--- src/rtl/chebyshev_sign_extension.sv ---
// Re-widens narrowed Chebyshev words to WL bits, flags rail words,
// counts them, and buffers output through a 2-entry skid.
//
// Ports:
//   clk, rst        : clock, synchronous active-high reset
//   in_valid/ready  : producer handshake; in_ready is registered
//   in_data         : narrowed O_BITS two's-complement word
//   out_valid/ready : consumer handshake
//   out_data        : sign-extended WL-bit word
//   out_rail        : out_data came from a saturation-rail input
//   rail_count      : saturating count of accepted rail words
//   clear_count     : synchronous clear of rail_count
module chebyshev_sign_extension #(
  parameter  int WL                    = 16,
  parameter  int I_BITS                = 6,
  parameter  int BOUNDARY_BIT_POSITION = 3,
  parameter  int CNT_WIDTH             = 16,
  localparam int EXT    = I_BITS - BOUNDARY_BIT_POSITION,
  localparam int O_BITS = WL - EXT
) (
  input  logic                 clk,
  input  logic                 rst,
  input  logic                 in_valid,
  output logic                 in_ready,
  input  logic [O_BITS-1:0]    in_data,
  output logic                 out_valid,
  input  logic                 out_ready,
  output logic [WL-1:0]        out_data,
  output logic                 out_rail,
  output logic [CNT_WIDTH-1:0] rail_count,
  input  logic                 clear_count
);

  typedef enum logic [1:0] {
    S_EMPTY,
    S_ONE,
    S_TWO
  } state_t;

  localparam logic [O_BITS-1:0] POS_RAIL =
    {1'b0, {(O_BITS-1){1'b1}}};
  localparam logic [O_BITS-1:0] NEG_RAIL =
    {1'b1, {(O_BITS-1){1'b0}}};
  localparam logic [CNT_WIDTH-1:0] CNT_MAX = '1;
  localparam logic [CNT_WIDTH-1:0] CNT_ONE =
    {{(CNT_WIDTH-1){1'b0}}, 1'b1};

  state_t                 state_q, state_d;
  logic                   in_ready_q, in_ready_d;
  logic [WL-1:0]          main_data_q, main_data_d;
  logic                   main_rail_q, main_rail_d;
  logic [WL-1:0]          skid_data_q, skid_data_d;
  logic                   skid_rail_q, skid_rail_d;
  logic [CNT_WIDTH-1:0]   cnt_q, cnt_d;

  logic                   in_xfer;
  logic                   out_xfer;
  logic [WL-1:0]          ext_word;
  logic                   in_rail;

  assign ext_word  = {{EXT{in_data[O_BITS-1]}}, in_data};
  assign in_rail   = (in_data == POS_RAIL) |
                     (in_data == NEG_RAIL);

  assign out_valid = (state_q != S_EMPTY);
  assign in_xfer   = in_valid & in_ready_q;
  assign out_xfer  = out_valid & out_ready;

  always_comb begin
    state_d     = state_q;
    main_data_d = main_data_q;
    main_rail_d = main_rail_q;
    skid_data_d = skid_data_q;
    skid_rail_d = skid_rail_q;
    unique case (state_q)
      S_EMPTY: begin
        if (in_xfer) begin
          main_data_d = ext_word;
          main_rail_d = in_rail;
          state_d     = S_ONE;
        end
      end
      S_ONE: begin
        if (in_xfer && out_xfer) begin
          main_data_d = ext_word;
          main_rail_d = in_rail;
        end else if (out_xfer) begin
          state_d     = S_EMPTY;
        end else if (in_xfer) begin
          // main is stalled; park the new word behind it
          skid_data_d = ext_word;
          skid_rail_d = in_rail;
          state_d     = S_TWO;
        end
      end
      S_TWO: begin
        if (out_xfer) begin
          main_data_d = skid_data_q;
          main_rail_d = skid_rail_q;
          state_d     = S_ONE;
        end
      end
      default: state_d = S_EMPTY;
    endcase
    // registered ready: only a full skid blocks the producer
    in_ready_d = (state_d != S_TWO);
  end

  always_comb begin
    cnt_d = cnt_q;
    if (clear_count) begin
      cnt_d = (in_xfer && in_rail) ? CNT_ONE : '0;
    end else if (in_xfer && in_rail &&
                 (cnt_q != CNT_MAX)) begin
      cnt_d = cnt_q + CNT_ONE;
    end
  end

  always_ff @(posedge clk) begin
    if (rst) begin
      state_q     <= S_EMPTY;
      in_ready_q  <= 1'b0;
      main_data_q <= '0;
      main_rail_q <= 1'b0;
      skid_data_q <= '0;
      skid_rail_q <= 1'b0;
      cnt_q       <= '0;
    end else begin
      state_q     <= state_d;
      in_ready_q  <= in_ready_d;
      main_data_q <= main_data_d;
      main_rail_q <= main_rail_d;
      skid_data_q <= skid_data_d;
      skid_rail_q <= skid_rail_d;
      cnt_q       <= cnt_d;
    end
  end

  assign in_ready   = in_ready_q;
  assign out_data   = main_data_q;
  assign out_rail   = main_rail_q;
  assign rail_count = cnt_q;

endmodule

--- config.mk ---
export PLATFORM = sky130hd
export DESIGN_NAME = chebyshev_sign_extension
export DESIGN_NICKNAME = d
export VERILOG_FILES = /design/src/rtl/chebyshev_sign_extension.sv
export SDC_FILE = /design/constraint.sdc
export NUM_CORES = 1
export LEC_CHECK = 0
export ABC_AREA = 1
export CAP_MARGIN = 20
export CELL_PAD_IN_SITES_DETAIL_PLACEMENT = 1
export CELL_PAD_IN_SITES_GLOBAL_PLACEMENT = 1
export CORE_AREA = 2 2 84 94
export DETAILED_ROUTE_END_ITERATION = 8
export DIE_AREA = 0 0 86 96
export HOLD_SLACK_MARGIN = 0.02
export PLACE_DENSITY_LB_ADDON = 0.12
export SLEW_MARGIN = 25
export SYNTH_ARGS = -nofsm -noshare
export SYNTH_HDL_FRONTEND = slang
export SYNTH_SLANG_ARGS = --single-unit
--- constraint.sdc ---
create_clock -name clk -period 1.9 [get_ports clk]
set_input_delay 0.38 -clock clk [delete_from_list [all_inputs] [get_ports clk]]
set_output_delay 0.38 -clock clk [all_outputs]
set_load 0.05 [all_outputs]
Yosys cells after proc, flatten, opt, wreduce, memory -nomap -nowiden

Index checks and enable logic that the tools add are counted.

Output and inout port bits: 35
Flip-flop bits (word level): 50
Bits of input ports: 18
Word-level logic and storage cells: 48

Bitwise operators: 5
Multiplexer cells: 17
Add/sub/neg operators: 1
Equal/unequal tests: 9
Reductions and logical operators: 9

Operators with widths:

| operator              | count |
|---|---|
| $mux 16               | 5 |
| $pmux 16 s3           | 1 |
| $add 16x1->16 const B | 1 |
| $ne 16x16->1 const B  | 1 |
| $eq 13x12->1 const B  | 1 |
| $eq 13x13->1 const B  | 1 |
| $mux 2                | 5 |
| $ne 2x2->1 const B    | 4 |
| $reduce_and 4->1      | 2 |
| $pmux 2 s3            | 1 |
| $mux 1                | 4 |
| $reduce_bool 2->1     | 2 |
| $logic_and 1x1->1     | 3 |
| $pmux 1 s3            | 1 |
| $reduce_bool 3->1     | 1 |
| $and 1x1->1           | 2 |
| $eq 2x1->1 const B    | 1 |
| $eq 2x2->1 const B    | 1 |
| $logic_not 2->1       | 1 |
| $not 1->1             | 2 |
| $or 1x1->1            | 1 |

Depth between registers and ports, before layout

Word-level depth: 6
Depth in mapped cells: 11
Mapped depth without buffers: 11

Worst setup path before layout

OpenSTA, ideal clock, no wires.

Kind: register to register
Start point: register cnt_q[0], in the netlist rail_count[0]
End point: register cnt_q[0], in the netlist rail_count[0]
Cell stages (with the launch flop): 10
Data required time: 1.768 ns
Arrival time: 1.841 ns
Setup time: 0.132 ns
Path slack: -0.073 ns
Period minus slack after synthesis: 1.973 ns
Cell sequence: dfxtp_1 -> ha_1 -> nand3_1 -> nor2_4 -> nand4_2 -> nand3_4 -> nand2_4 -> buf_6 -> nand2_1 -> a21oi_1

Cells in the longest elaborated chain, start to end: 3

RTL lines:

| what                                                 | line     | RTL |
|---|---|---|
| start: declaration                                   | 54       | `logic [CNT_WIDTH-1:0] cnt_q, cnt_d;` |
| start signal: assignment                             | 135      | `cnt_q <= cnt_d;` |
| $add 16x1->16 / $ne 16x16->1 (equally long branches) | 115, 114 |  |
| $mux 16 / $logic_and 1x1->1 (equally long branches)  | 113      | `end else if (in_xfer && in_rail &&` |
| $mux 16 / $reduce_bool 2->1 (equally long branches)  | -        |  |

Several ways; a longest one is shown, not always the timed one. The select of a mux whose other input is x is not followed.
A chain may end at the register's enable or synchronous reset.

Final worst setup path

Start point: register main_data_q[5], in the netlist out_data[5]
End point: output out_data[5]

RTL lines:

| what                     | line | RTL |
|---|---|---|
| start: declaration       | 50   | `logic [WL-1:0] main_data_q, main_data_d;` |
| start signal: assignment | 131  | `main_data_q <= main_data_d;` |
| end: declaration         | 28   | `output logic [WL-1:0] out_data,` |

No word-level cell between the ends.

==> out/results.txt <==
critical path type - flop to output port
slowest CP cell - clkdlybuf4s50_1
Clock Pin Slew Worst Setup and Hold Paths - 0.10 ns
initial antenna violation count - 0
Final HPWL DP - 5940 um
gp weighted congestion - 0.823
CP Launch Point - out_data[5]
PwrDens - 659 mW/mm2
min-delay src - rail_count[1]
vias in the first global route - 2705
number of remaining DRC errors - 0
CTS tree - built
setup_tns - 0 ns
Post-CTS Setup Inserts - 0
cts bufs inserted - 5
clk sink count - 47
Area contributors post-synth - dfxtp_1 (38%), nand2_1 (17%), nor2_1 (10%), o21ai_0 (7.4%), inv_1 (5.3%)
RR Startpoint - rail_count[1]
Reg-to-Reg End - rail_count[8]
drt via density - 4.93
clk_lat worst skew - 0.31 ns
Initial Util - 34.2%
Syn Area/Cell - 6.41 um2
Setup violations, final - 0
Core ar. - 0.00731 mm2
Layout area overhead - 36.1%
Worst Hold Class - flop to flop
area leader, netlist - dfxtp_1
most frequent cell after synthesis - nand2_1
synthesized cell area - 0.00250 mm2
fraction of layout cells with a size suffix above 1 - 17.7%
Detailed Route Iter0 Violations - 98
fillcell total - 964
final hold vios - 0
hold path endpoint - rail_count[1]
GR Util All Layers - 20.1%
Max Fclk - 0.543 GHz
Worst Hold Depth - 2
r2r setup slk - 0.21 ns
routed len/inst - 14.0 um
CP delay by family, top - buffers and inverters
Final Critical Period - 1.84 ns
Critical Path, Cell by Cell - clkdlybuf4s50_1
WHS - 0.479 ns
Max Clock Skew - 0.0135 ns
placed insts - 547
Placed Area - 0.00328 mm2
Antenna Violating Nets Remaining - 0
Die Wd - 86 um
RSZ-0062 raised after global routing - false
fin crit share - 97.0%
max-slew violations - 0
slowest stage delay, CP - 0.80 ns
WP data arrival - 1.46 ns
pin count of the biggest net entering global routing - 30
main flop type after synthesis - dfxtp_1
CTS max path bufs - 2
grt ovf - 0
crit-path max FO - 2
max-cap viol count - 0
synthesized net count - 409
H-tree Lvls - 2
Post-CTS Hold Fix Bufs - 0
VDD IR-drop max - 492 uV
PnR worst setup slack - 0.0570 ns
Critical Path RT - 1.52 ns
leakage - 1.44 nW
Place WS - -0.229 ns
Post-synth EDFFs - 0
flops & latches, synth - 47
leading cell types by count after synthesis - nand2_1 (110), nor2_1 (69), dfxtp_1 (47)
# IOs - 53
Final nets - 486
sequential share of the synthesized area - 37.6%
Netlist cell types - 29
full die area - 0.00826 mm2
Worst-Margin Slew - 0.536 ns
crit start category - flop
Root Driver - clkbuf_8
die height - 96 um
Setup crit end kind - output port
relative slew slack - 64.2%
Non-Filler Instances - 555
post-synthesis cell count - 390
Core Rows - 33
I/O Buffers - 52
total number of vias - 2736
final wirelength - 7770 um
Worst Reg2Reg Path Length in Cells - 8
Async SR Flop Fraction - 0%
Final Cell Area - 0.00340 mm2
status - finished, final reports clean
first-pass GRT wire length - 13100 um
n_diodes - 0
Bufs and invs on worst path - 1
first drt pass iteration count - 4
Yosys top cell area share - 37.6%
synth warn - 0
==> final cells by class <==
| type | instances | area [um2] | share of cell area [%] |
|---|---|---|---|
| clock buffer | 5 | 68.8 | 2.02 |
| sequential | 47 | 943 | 27.7 |
| tap | 87 | 109 | 3.20 |
| inverter | 39 | 146 | 4.30 |
| clock inverter | 3 | 47.5 | 1.40 |
| multi-input combinational | 290 | 1340 | 39.5 |
| timing repair buffer | 84 | 743 | 21.8 |
==> through the flow <==
stage / total power, mW / util [%]
after floorplan: 1.30 / -
after global placement: 1.48 / 44.8
after detailed placement: 1.49 / 44.8
after CTS: 2.27 / 46.4
after global routing: 2.33 / 46.6
final: 2.24 / 46.6
==> power by group <==
group	switching (mW)	leakage, nW	internal, mW
logic	0.264	1.00	0.162
clock network	0.377	0.0587	0.399
registers	0.0203	0.383	1.02
==> what timing repair did <==
action                                  CTS  global route
endpoints found under the setup margin    0            10
endpoints found under the hold margin     0             0
resized for setup                         0             3
==> cell usage in the layout, fill, tap and decap left out, types with 2 or more instances in the layout <==
cell type,netlist,final
clkbuf_8,0,5
nand2_2,2,2
a21oi_2,6,6
dfxtp_1,47,45
a31oi_1,14,14
nand4_1,4,4
nand3_1,20,20
inv_2,3,3
a21oi_1,12,12
buf_4,3,52
nor2_4,2,2
buf_12,0,3
nand3_4,1,2
inv_1,35,35
nor3_1,4,4
clkdlybuf4s50_1,0,28
o21ai_0,37,36
nor2_1,69,69
nand2_1,110,110
dfxtp_2,0,2
==> how the worst max path moves through the flow <==
stage                endpoint  cells after the start
2_1_floorplan   rail_count[0]                      8
3_3_place_gp   rail_count[10]                      9
3_5_place_dp    rail_count[6]                      8
4_1_cts              out_rail                      1
5_1_grt         rail_count[4]                      8
6_report          out_data[5]                      1
==> sequential cells by signal (all words and copies together) (netlist names) <==
register / flops
state_q: 2
rail_count: 16
out_rail: 1
in_ready: 1
skid_rail_q: 1
out_data: 13
skid_data_q: 13
==> kinds of logic after synthesis <==
| family | Yosys count | synth area share (%) |
|---|---|---|
| buffers and inverters | 53 | 8.91 |
| flip-flops | 47 | 37.6 |
| XOR/XNOR | 1 | 0.350 |
| adder cells (fa/ha/maj) | 1 | 0.500 |
| AO/OA/AOI/OAI | 70 | 15.7 |
| AND/OR/NAND/NOR | 218 | 36.9 |
==> per-layer routing <==
metal / global-route usage [%] / vias up / part of all wire, %
met4: 6.22 / 0 / 1.9
met2: 37.3 / 47 / 52
met5: 0 / - / 0
met1: 23.6 / 1272 / 43
met3: 3.09 / 10 / 3.1
li1: - / 1407 / -
(Power assumes the default switching activity.)
